===== src/rtl/free_list_pkg.sv =====
// Shared rename-stage constants and types used by the free list, map table and ROB.
package free_list_pkg;

  localparam int NUM_PREG = 64;
  localparam int NUM_AREG = 32;
  localparam int PREG_W   = 6;
  localparam int FL_DEPTH = NUM_PREG - NUM_AREG;

  typedef logic [PREG_W-1:0] preg_t;

endpackage


===== src/rtl/free_list.sv =====
// Physical-register free list: circular buffer of unused preg IDs with a speculative
// head, a committed head for flush recovery, and a tail fed by retired mappings.
module free_list
  import free_list_pkg::*;
#(
  parameter int    PREG_W = free_list_pkg::PREG_W,
  parameter int    DEPTH  = free_list_pkg::FL_DEPTH,
  parameter string tag    = "FreeList"
) (
  input  logic              clk,
  input  logic              reset,
  input  logic              stall,
  input  logic              alloc_req,
  output logic [PREG_W-1:0] alloc_preg,
  output logic              alloc_ok,
  input  logic              free_req,
  input  logic [PREG_W-1:0] free_preg,
  input  logic              commit_alloc,
  input  logic              flush,
  output logic [PREG_W-1:0] free_count,
  output logic              err
);

  localparam int IDX_W = $clog2(DEPTH);
  localparam int PTR_W = IDX_W + 1;
  // IDs above the architectural range seed the list; preg 0..NUM_AREG-1 start mapped.
  localparam int FIRST_FREE = (1 << PREG_W) - DEPTH;

  typedef logic [PTR_W-1:0] ptr_t;

  logic [PREG_W-1:0] mem [DEPTH];

  ptr_t head, chead, tail;
  ptr_t head_next, chead_next, tail_next;

  logic commit_ok;
  logic free_full;
  logic free_bad_id;
  logic free_ok;
  logic alloc_fire;
  logic err_event;

  assign alloc_ok   = (head != tail);
  assign alloc_preg = mem[head[IDX_W-1:0]];
  assign free_count = PREG_W'(tail - head);

  // Overflow is judged against the committed head: entries allocated but not yet
  // retired still occupy slots that a flush could hand back out.
  always_comb begin
    commit_ok   = commit_alloc && (chead != head);
    chead_next  = chead + ptr_t'(commit_ok);
    free_full   = ((tail - chead) == ptr_t'(DEPTH));
    free_bad_id = (free_preg == '0);
    free_ok     = free_req && !free_full && !free_bad_id;
    tail_next   = tail + ptr_t'(free_ok);
    alloc_fire  = alloc_req && alloc_ok && !stall && !flush;
    head_next   = flush ? chead_next : head + ptr_t'(alloc_fire);
    err_event   = (free_req && (free_full || free_bad_id)) || (commit_alloc && !commit_ok);
  end

  always_ff @(posedge clk or posedge reset) begin
    if (reset) begin
      head  <= '0;
      chead <= '0;
      tail  <= ptr_t'(DEPTH);
      err   <= 1'b0;
    end else begin
      head  <= head_next;
      chead <= chead_next;
      tail  <= tail_next;
      err   <= err | err_event;
    end
  end

  always_ff @(posedge clk or posedge reset) begin
    if (reset) begin
      for (int i = 0; i < DEPTH; i++) begin
        mem[i] <= PREG_W'(FIRST_FREE + i);
      end
    end else if (free_ok) begin
      mem[tail[IDX_W-1:0]] <= free_preg;
    end
  end

`ifdef FREELIST
  always_ff @(posedge clk) begin
    $display("%s head=%0d chead=%0d tail=%0d free_count=%0d", tag, head, chead, tail, free_count);
  end
`endif

endmodule


===== config.mk =====
export PLATFORM = sky130hd
export DESIGN_NAME = free_list
export DESIGN_NICKNAME = d
export VERILOG_FILES = /design/src/rtl/free_list_pkg.sv /design/src/rtl/free_list.sv
export SDC_FILE = /design/constraint.sdc
export NUM_CORES = 1
export LEC_CHECK = 0
export CAP_MARGIN = 25
export CORE_MARGIN = 2
export CORE_UTILIZATION = 60
export CTS_CLUSTER_DIAMETER = 100
export DETAILED_ROUTE_END_ITERATION = 8
export PLACE_DENSITY = 0.76
export REMOVE_ABC_BUFFERS = 1
export SYNTH_ARGS = -nofsm -noshare
export SYNTH_HDL_FRONTEND = slang
export SYNTH_SLANG_ARGS = --single-unit

===== constraint.sdc =====
create_clock -name clk -period 20.8 [get_ports clk]
set_input_delay 4.16 -clock clk [delete_from_list [all_inputs] [get_ports clk]]
set_output_delay 4.16 -clock clk [all_outputs]
set_load 0.05 [all_outputs]

==> results of run 1 <==
layout by cell type (no fill, tap or decap), types with 8 or more instances in the layout:
master           instances
xor2_1                   9
mux4_2                  30
nand3_1                 13
clkbuf_16               23
buf_4                   10
dfstp_2                113
clkdlybuf4s50_1         26
nand2_1                 16
o221ai_1                18
nand2_8                 18
a211o_1                  8
nand2_4                 10
mux2i_1                 43
dfrtp_1                 97
a21oi_1                 15
ha_1                    16
inv_1                   12
mux2_1                  14
nor3_1                  33
xnor2_1                 17
mux2_2                 180
layer usage:
metal | vias up | share of wire, %
met1 | 3458 | 44
met5 | - | 0
met3 | 36 | 4.5
met4 | 0 | 2.3
met2 | 160 | 49
li1 | 2867 | -
through the flow:
stage	cell area (µm²)	hold WS [ps]
after detailed placement	11300	461
after floorplan	10600	459
after global placement	11200	450
after CTS	12000	474
final	12100	469
after global routing	12100	504
power by group:
group	internal (W)	total (W)	switching, W
combinational	0.000415	0.000909	0.000494
clock	0.000238	0.000399	0.000161
sequential	0.000644	0.000772	0.000128
state kept, by name, indices dropped and copies added (netlist names):
register and flops:
mem 192, chead 6, tail 6, err 1
head 6
worst max-delay path by stage:
stage,endpoint,slack [ps],cells past startpoint,from
global route,alloc_preg[3],12620,6,head[1]
global placement,alloc_preg[0],13270,6,head[0]
detailed placement,alloc_preg[3],13340,6,head[1]
floorplan,chead[0],11060,1,reset
CTS,alloc_preg[3],12790,6,head[1]
finish,alloc_preg[3],12760,6,head[1]
layout make-up:
class / count / area, µm²
clock buffer: 35 / 681
clock inverter: 7 / 66.3
fill: 1265 / 5830
inverter: 15 / 63.8
multi-input combinational: 490 / 5130
sequential: 211 / 5430
tap: 229 / 287
timing repair buffer: 39 / 418
worst register-to-register path: cells and delay by family (launching register included):
| kind | cells | cell delay (ps) |
|---|---|---|
| flip-flops | 1 | 670 |
| adder cells (fa/ha/maj) | 1 | 370 |
| buffers and inverters | 1 | 890 |
| multiplexers | 1 | 400 |
| AND/OR/NAND/NOR | 1 | 470 |
| AO/OA/AOI/OAI | 3 | 970 |
cell families after synthesis:
kind of cell             Yosys count  synth area share, %
buffers and inverters             63                 3.18
flip-flops                       211                 49.7
adder cells (fa/ha/maj)           17                 2.02
AO/OA/AOI/OAI                     65                 4.26
XOR/XNOR                          26                 2.09
multiplexers                     267                 30.2
AND/OR/NAND/NOR                  115                 8.51
==> out/results.ini, run 1 <==
[die]
core_area_mm2=0.0179
num_rows=49
die_area_mm2=0.0193
ioPinCount=27
die_x_um=139
initial_core_util_pct=60.9
fp.dieH_um=139

[worst_setup_path]
r2r_cells=7
slowest_stage=clkdlybuf4s50_1
rr_startpoint=tail[3]
worstPathCellList=buf_4, nand2_1, o221ai_1, o22ai_1, o31ai_1, clkdlybuf4s50_1
r2r_end=mem[13]
critical_path_buf_inv_count=2
crit_arrival_ps=3880
path_delay_family=buffers and inverters
r2r_slack_ps=16910
end_kind=primary output
criticalPathCategory=reg2out
timing.critical_path.from_type=register
cp_max_fo=36
max_stage_delay_ps=870
cp.required_ps=16640

[clock_tree]
h-tree-depth=1
cts_root_buf=clkbuf_16
cts.clk_slew.worst_paths_ps=60
cts_repair_resize_count=0
clock_latency_ps=510
numClockSinks=211
ctsHoldBuffers=0
cts_tree=yes
cts_setup_buffers=0
numCtsBuffers=23
clk_path_buf_depth=3

[final_layout]
drive_gt1_share_pct=51.1
synthToLayoutAreaGrowth_pct=10.8
final-instance-count-excl-fill=1026
antenna_cells=0
fin_util_pct=67.4
nNetsFinal=810

[detailed_routing]
vias=6521
drc=0
totalWireLength_mm=24.3
firstDrtPassIters=5
wl_per_cell_um=23.7
ant_nets=0
drt-vias-per-instance=6.36
drt_iter0_markers=433

[global_route]
grt.total_usage_pct=25.6
grt_pass1_wl_mm=39.2
antenna_found_initial=0
grt_overflow=0
use_met2_pct=41.9
grt_max_degree=131
grtUsageMet1_pct=35.8
grt_pass1_vias=7050
grt_busiest_layer=met2
met3_usage_pct=4.28

[timing]
fin_crit_sh_pct=38.6
rsz0062_at_grt=false
tightest_slew_ps=1040
slew_headroom_pct=30.4
fin_ws_ps=12760
finalSetupViolCount=0
finalSetupTns_ps=0
clock_skew_ps=12.1
slew_viol_final=0
hold_viol=0
finalCriticalPeriod_ps=8040
fmax_ghz=0.124

[power]
irDropWorstVdd_v=0.000134
p_per_area_mw_per_mm2=172
power_w=0.00208
power_leakage_nw=5.04

[logic_synthesis]
avgSynthCellArea_um2=14.3
yosys_warnings=0
synth_most_common_cell=mux2_2
synth-edff-count=0
synth.area.top_cells=dfstp_2, dfrtp_1, mux2_2, mux4_2, mux2i_1
syn_area_mm2=0.0109
synthCells=764
synth-seq-cells=211
ys_types=48
ys_seq_area_share_pct=49.7
synth_top_cell_by_area=dfstp_2
ys.flop_type=dfstp_2
async_flop_share_pct=100
yosysTopAreaCellShare_pct=27.2
synth_common_cells=mux2_2, dfstp_2, dfrtp_1, mux2i_1, nor3_1

[place]
dp_cells=982
portBuffers=26
hpwl_mm=15.4
post-place-ws_ps=13340
gp_congestion=0.839

[outcome]
status=finished, final reports clean

[hold_path]
hold_start=err
hold_depth=1
whs_endpoint=err
hp-class=reg2reg

[job]
cap_violations=0

Power figures use the tool's default switching activity.
==> run 2: changes to the inputs <==
- clock period: 20.8 -> 7.4 ns (I/O delays scaled with it)
==> run 2 against run 1 <==
  * Flip-flop and latch count unchanged
  * Count of clock-buffer cells in the layout grew 1
  * Sequential power increased to 2.9 times the previous value
  * Clock power increased to 2.7 times the previous value
  * Final cell count about the same
  * Wire length down 2.9%
  * Global-route usage shrank 0.29 points
  * Register-to-register slack worse by 14000 ps
  * Utilization fell by 0.31 points
  * Design area decreased by 0.46%
  * Critical path type unchanged
  * Highest routed layer unchanged
==> out/results.ini, run 2 (same netlist as run 1, synthesis figures left out) <==
[outcome]
status=finished, final reports clean

[clock_tree]
numCtsBuffers=23  ; unchanged
cts.clk_slew.worst_paths_ps=60  ; about the same
numClockSinks=211  ; unchanged
cts_repair_resize_count=0  ; unchanged
h-tree-depth=1  ; unchanged
clock_latency_ps=510  ; about the same
cts_root_buf=clkbuf_16
ctsHoldBuffers=0  ; unchanged
cts_tree=yes
clk_path_buf_depth=3  ; unchanged
cts_setup_buffers=0  ; unchanged

[global_route]
grt_max_degree=152  ; +16%
grt_pass1_wl_mm=39.0  ; -0.51%
antenna_found_initial=0  ; unchanged
grt.total_usage_pct=25.3  ; -0.29 points
grt_pass1_vias=6936  ; -1.6%
grt_overflow=0  ; unchanged

[final_layout]
final_cell_mix=mux2_2, dfstp_2, dfrtp_1, mux2i_1, nor3_1
synthToLayoutAreaGrowth_pct=10.3
nNetsFinal=809  ; -0.12%
layout_commonest_cell=mux2_2
largest_reg_flops=192  ; unchanged
fill_cells=1291  ; +2.1%
top_register=mem
antenna_cells=0  ; unchanged
drive_gt1_share_pct=51.0  ; -0.061 points

[detailed_routing]
wl_per_cell_um=23.0  ; -2.8%
drt_iter0_markers=468  ; +8.1%
firstDrtPassIters=5  ; unchanged
drt-vias-per-instance=6.32  ; -0.55%
totalWireLength_mm=23.6  ; -2.9%
drc=0  ; unchanged
ant_nets=0  ; unchanged
vias=6479  ; -0.64%

[place]
portBuffers=26  ; unchanged
hpwl_mm=15.5  ; +0.38%
gp_congestion=0.841  ; +0.19%

[timing]
hold_viol=0  ; unchanged
fin_crit_sh_pct=73.4
finalSetupTns_ps=0  ; unchanged
fmax_ghz=0.184
finalCriticalPeriod_ps=5430
finalSetupViolCount=0  ; unchanged
slew_viol_final=0  ; unchanged
tightest_slew_ps=1080  ; +33.8 ps
rsz0062_at_grt=false
slew_headroom_pct=28.2  ; -2.3 points
clock_skew_ps=14.7  ; +2.65 ps

[die]
ioPinCount=27  ; unchanged
die_x_um=139  ; unchanged
num_rows=49  ; unchanged
die_area_mm2=0.0193  ; unchanged
initial_core_util_pct=60.9  ; unchanged
fp.dieH_um=139  ; unchanged
core_area_mm2=0.0179  ; unchanged

[worst_setup_path]
criticalPathCategory=reg2out
timing.critical_path.from_type=register
r2r_cells=7  ; unchanged
end_kind=primary output
cp_max_fo=49  ; +36%
cp.required_ps=5920  ; -10720 ps
crit_arrival_ps=3950  ; +70 ps

[hold_path]
hold_depth=1  ; unchanged
hp-class=reg2reg

[power]
power_leakage_nw=5.02  ; -0.39%
irDropWorstVdd_v=0.000353  ; +160%
power_w=0.00578  ; +180%
p_per_area_mw_per_mm2=481  ; +180%

[job]
cap_violations=0  ; unchanged

## run 2: report_power, final
group / internal [W] / total, W / switching [W]
combinational: 0.00116 / 0.00247 / 0.00132
sequential: 0.00181 / 0.00221 / 0.000406
clock: 0.000645 / 0.00109 / 0.000444
## run 2: final cells by class
class | instances | area [µm²] | share of cell area, %
flip-flops and latches | 211 | 5430 | 45.1
multi-input cells | 490 | 5130 | 42.7
clock buffers | 36 | 694 | 5.78
repair buffers | 38 | 378 | 3.14
well taps | 229 | 287 | 2.38
inverters | 15 | 63.8 | 0.531
clock inverters | 6 | 37.5 | 0.312
## run 2: worst paths after layout
check                           startpoint            end  slack [ps]
worst max-delay path               head[0]  alloc_preg[1]        1970
worst min-delay path                   err            err         470
worst max register to register     tail[3]       mem[190]        3280
worst min register to register         err            err         470
max in group asynchronous            reset        mem[42]        4490
min in group asynchronous            reset        mem[57]        1380
## run 2: stage by stage
step / std cells / utilization, % / setup slack (ps) / instance area (µm²) / hold slack (ps)
4_1_cts: 1024 / 67.0 / 1920 / 12000 / 471
2_1_floorplan: 716 / - / 341 / 10600 / 459
5_1_grt: 1025 / 67.1 / 1800 / 12000 / 485
3_5_place_dp: 982 / 62.9 / 2460 / 11300 / 457
3_3_place_gp: 981 / 62.8 / 2520 / 11200 / 449
6_report: 1025 / 67.1 / 1970 / 12000 / 466
## run 2: layer usage
metal / global-route usage [%] / up-vias / part of all wire (%)
li1: - / 2869 / -
met5: 0 / - / 0
met4: 7.18 / 0 / 2.3
met3: 3.90 / 45 / 4.0
met1: 35.8 / 3428 / 45
met2: 41.2 / 137 / 49
## run 2: critical path, cell delays in order (launching register included)
cell	delay, ps
dfrtp_4	1040
buf_4	510
mux2i_1	140
o221ai_1	240
o22ai_1	150
o31ai_1	440
clkdlybuf4s50_1	890
==> edit: new RTL, settings of run 1 <==
Change the package constant `PREG_W` from 6 to 7.
--- a/src/rtl/free_list_pkg.sv
+++ b/src/rtl/free_list_pkg.sv
@@ -4,5 +4,5 @@
   localparam int NUM_PREG = 64;
   localparam int NUM_AREG = 32;
-  localparam int PREG_W   = 6;
+  localparam int PREG_W   = 7;
   localparam int FL_DEPTH = NUM_PREG - NUM_AREG;
 
Ports: changed (resized alloc_preg, free_count and free_preg); port bits go from 27 to 30. The function was not compared with the original's and may differ.
==> edit against run 1 <==
Global-route usage increased by 0.96 points. Clock power is 21% higher. Synthesized cell count increased by 5.5%. Utilization grew 1.1 points. Sequential cell count rose by 32. Largest cell class unchanged. Cell area up 15%. Worst hold slack improved by 0.033 ns. Setup slack worse by 0.13 ns. Power grew 22%. Non-clock buffer count up 5. Maximum frequency down 1.6%. Routed wire length increased by 16%. Synthesized area is 14% higher. Die area increased by 13%.
==> edit: results (changes against run 1) <==
.. list-table::
   :header-rows: 1

   * - Metric
     - Value
   * - Post-Route Skew
     - 0.01526 ns (+0.003176 ns)
   * - Synth Area in Adders
     - 1.878% (-0.14 points)
   * - Met2 usage
     - 43.77% (+1.8 points)
   * - Mux contribution to synthesized area
     - 33.90% (+3.7 points)
   * - Critical Path AT
     - 4.01 ns (+0.13 ns)
   * - IO Port Bufs
     - 29 (+12%)
   * - Largest incremental delay on the critical path
     - 0.82 ns (-0.05 ns)
   * - Total net switching power
     - 0.9603 mW (+23%)
   * - Final HPWL DP
     - 18150 um (+18%)
   * - Share of final-layout standard cells stronger than drive strength 1
     - 63.08% (+12 points)
   * - Power attributed to combinational cells
     - 1.13 mW (+24%)
   * - Global-route wire length before repair
     - 44420 um (+13%)
   * - Compound-Gate Fraction of Synth Area
     - 4.978% (+0.72 points)
   * - CP startpoint
     - head[0]
   * - Relative slew slack
     - 31.83% (+1.4 points)
   * - Aggregate routed wire length
     - 28240 um (+16%)
   * - Reg2Reg Capture Point
     - mem[4]
   * - Share of Yosys cell area claimed by the top area cell type
     - 30.75% (+3.5 points)
   * - Static leakage power
     - 5.727 nW (+14%)
   * - TritonCTS buffer count
     - 26 (+13%)
   * - Endpoint with the worst hold slack
     - mem[220]
   * - Final GP Congestion
     - 0.8452 (+0.70%)
   * - Met1 demand-to-capacity share in global routing
     - 37.22% (+1.4 points)
   * - Pin count of the biggest net entering global routing
     - 159 (+21%)
   * - Worst Hold Margin
     - 0.5025 ns (+0.03347 ns)
   * - Cell total after placement
     - 1064 (+8.4%)
   * - Routed WL per cell
     - 25.33 um (+7.0%)
   * - Destination of the critical timing path
     - free_count[6]
   * - Number of DRC violations after detailed-routing iteration 0
     - 379 (-12%)
   * - Status
     - completed
   * - Parity-gate share of the synthesized area counting xor and xnor cells
     - 1.767% (-0.32 points)
==> edit: cell types whose count changed in the layout (fill, tap and decap cells not counted), moves of 18 or more <==
cell and delta:
sky130_fd_sc_hd__o221ai_1 -18, sky130_fd_sc_hd__nand2_8 -18, sky130_fd_sc_hd__o21ai_4 +29, sky130_fd_sc_hd__dfstp_2 +32, sky130_fd_sc_hd__mux2i_1 -43, sky130_fd_sc_hd__mux4_2 +40, sky130_fd_sc_hd__mux2_4 +21
==> edit: per-layer routing <==
layer	share of wire (%)	vias to the layer above	routed length, um
met5	0	-	0
met4	2.5	0	699
met3	6.3	54	1792
met2	49	239	13750
met1	42	3713	12000
li1	-	3042	-
==> edit: final cells by class <==
class,instances,area [um2]
clock inverters,11,135.1
well taps,270,337.8
clock buffers,37,783.3
fillers,1356,6359
repair buffers,44,450.4
inverters,15,63.81
flip-flops and latches,243,6267
multi-input cells,495,5838
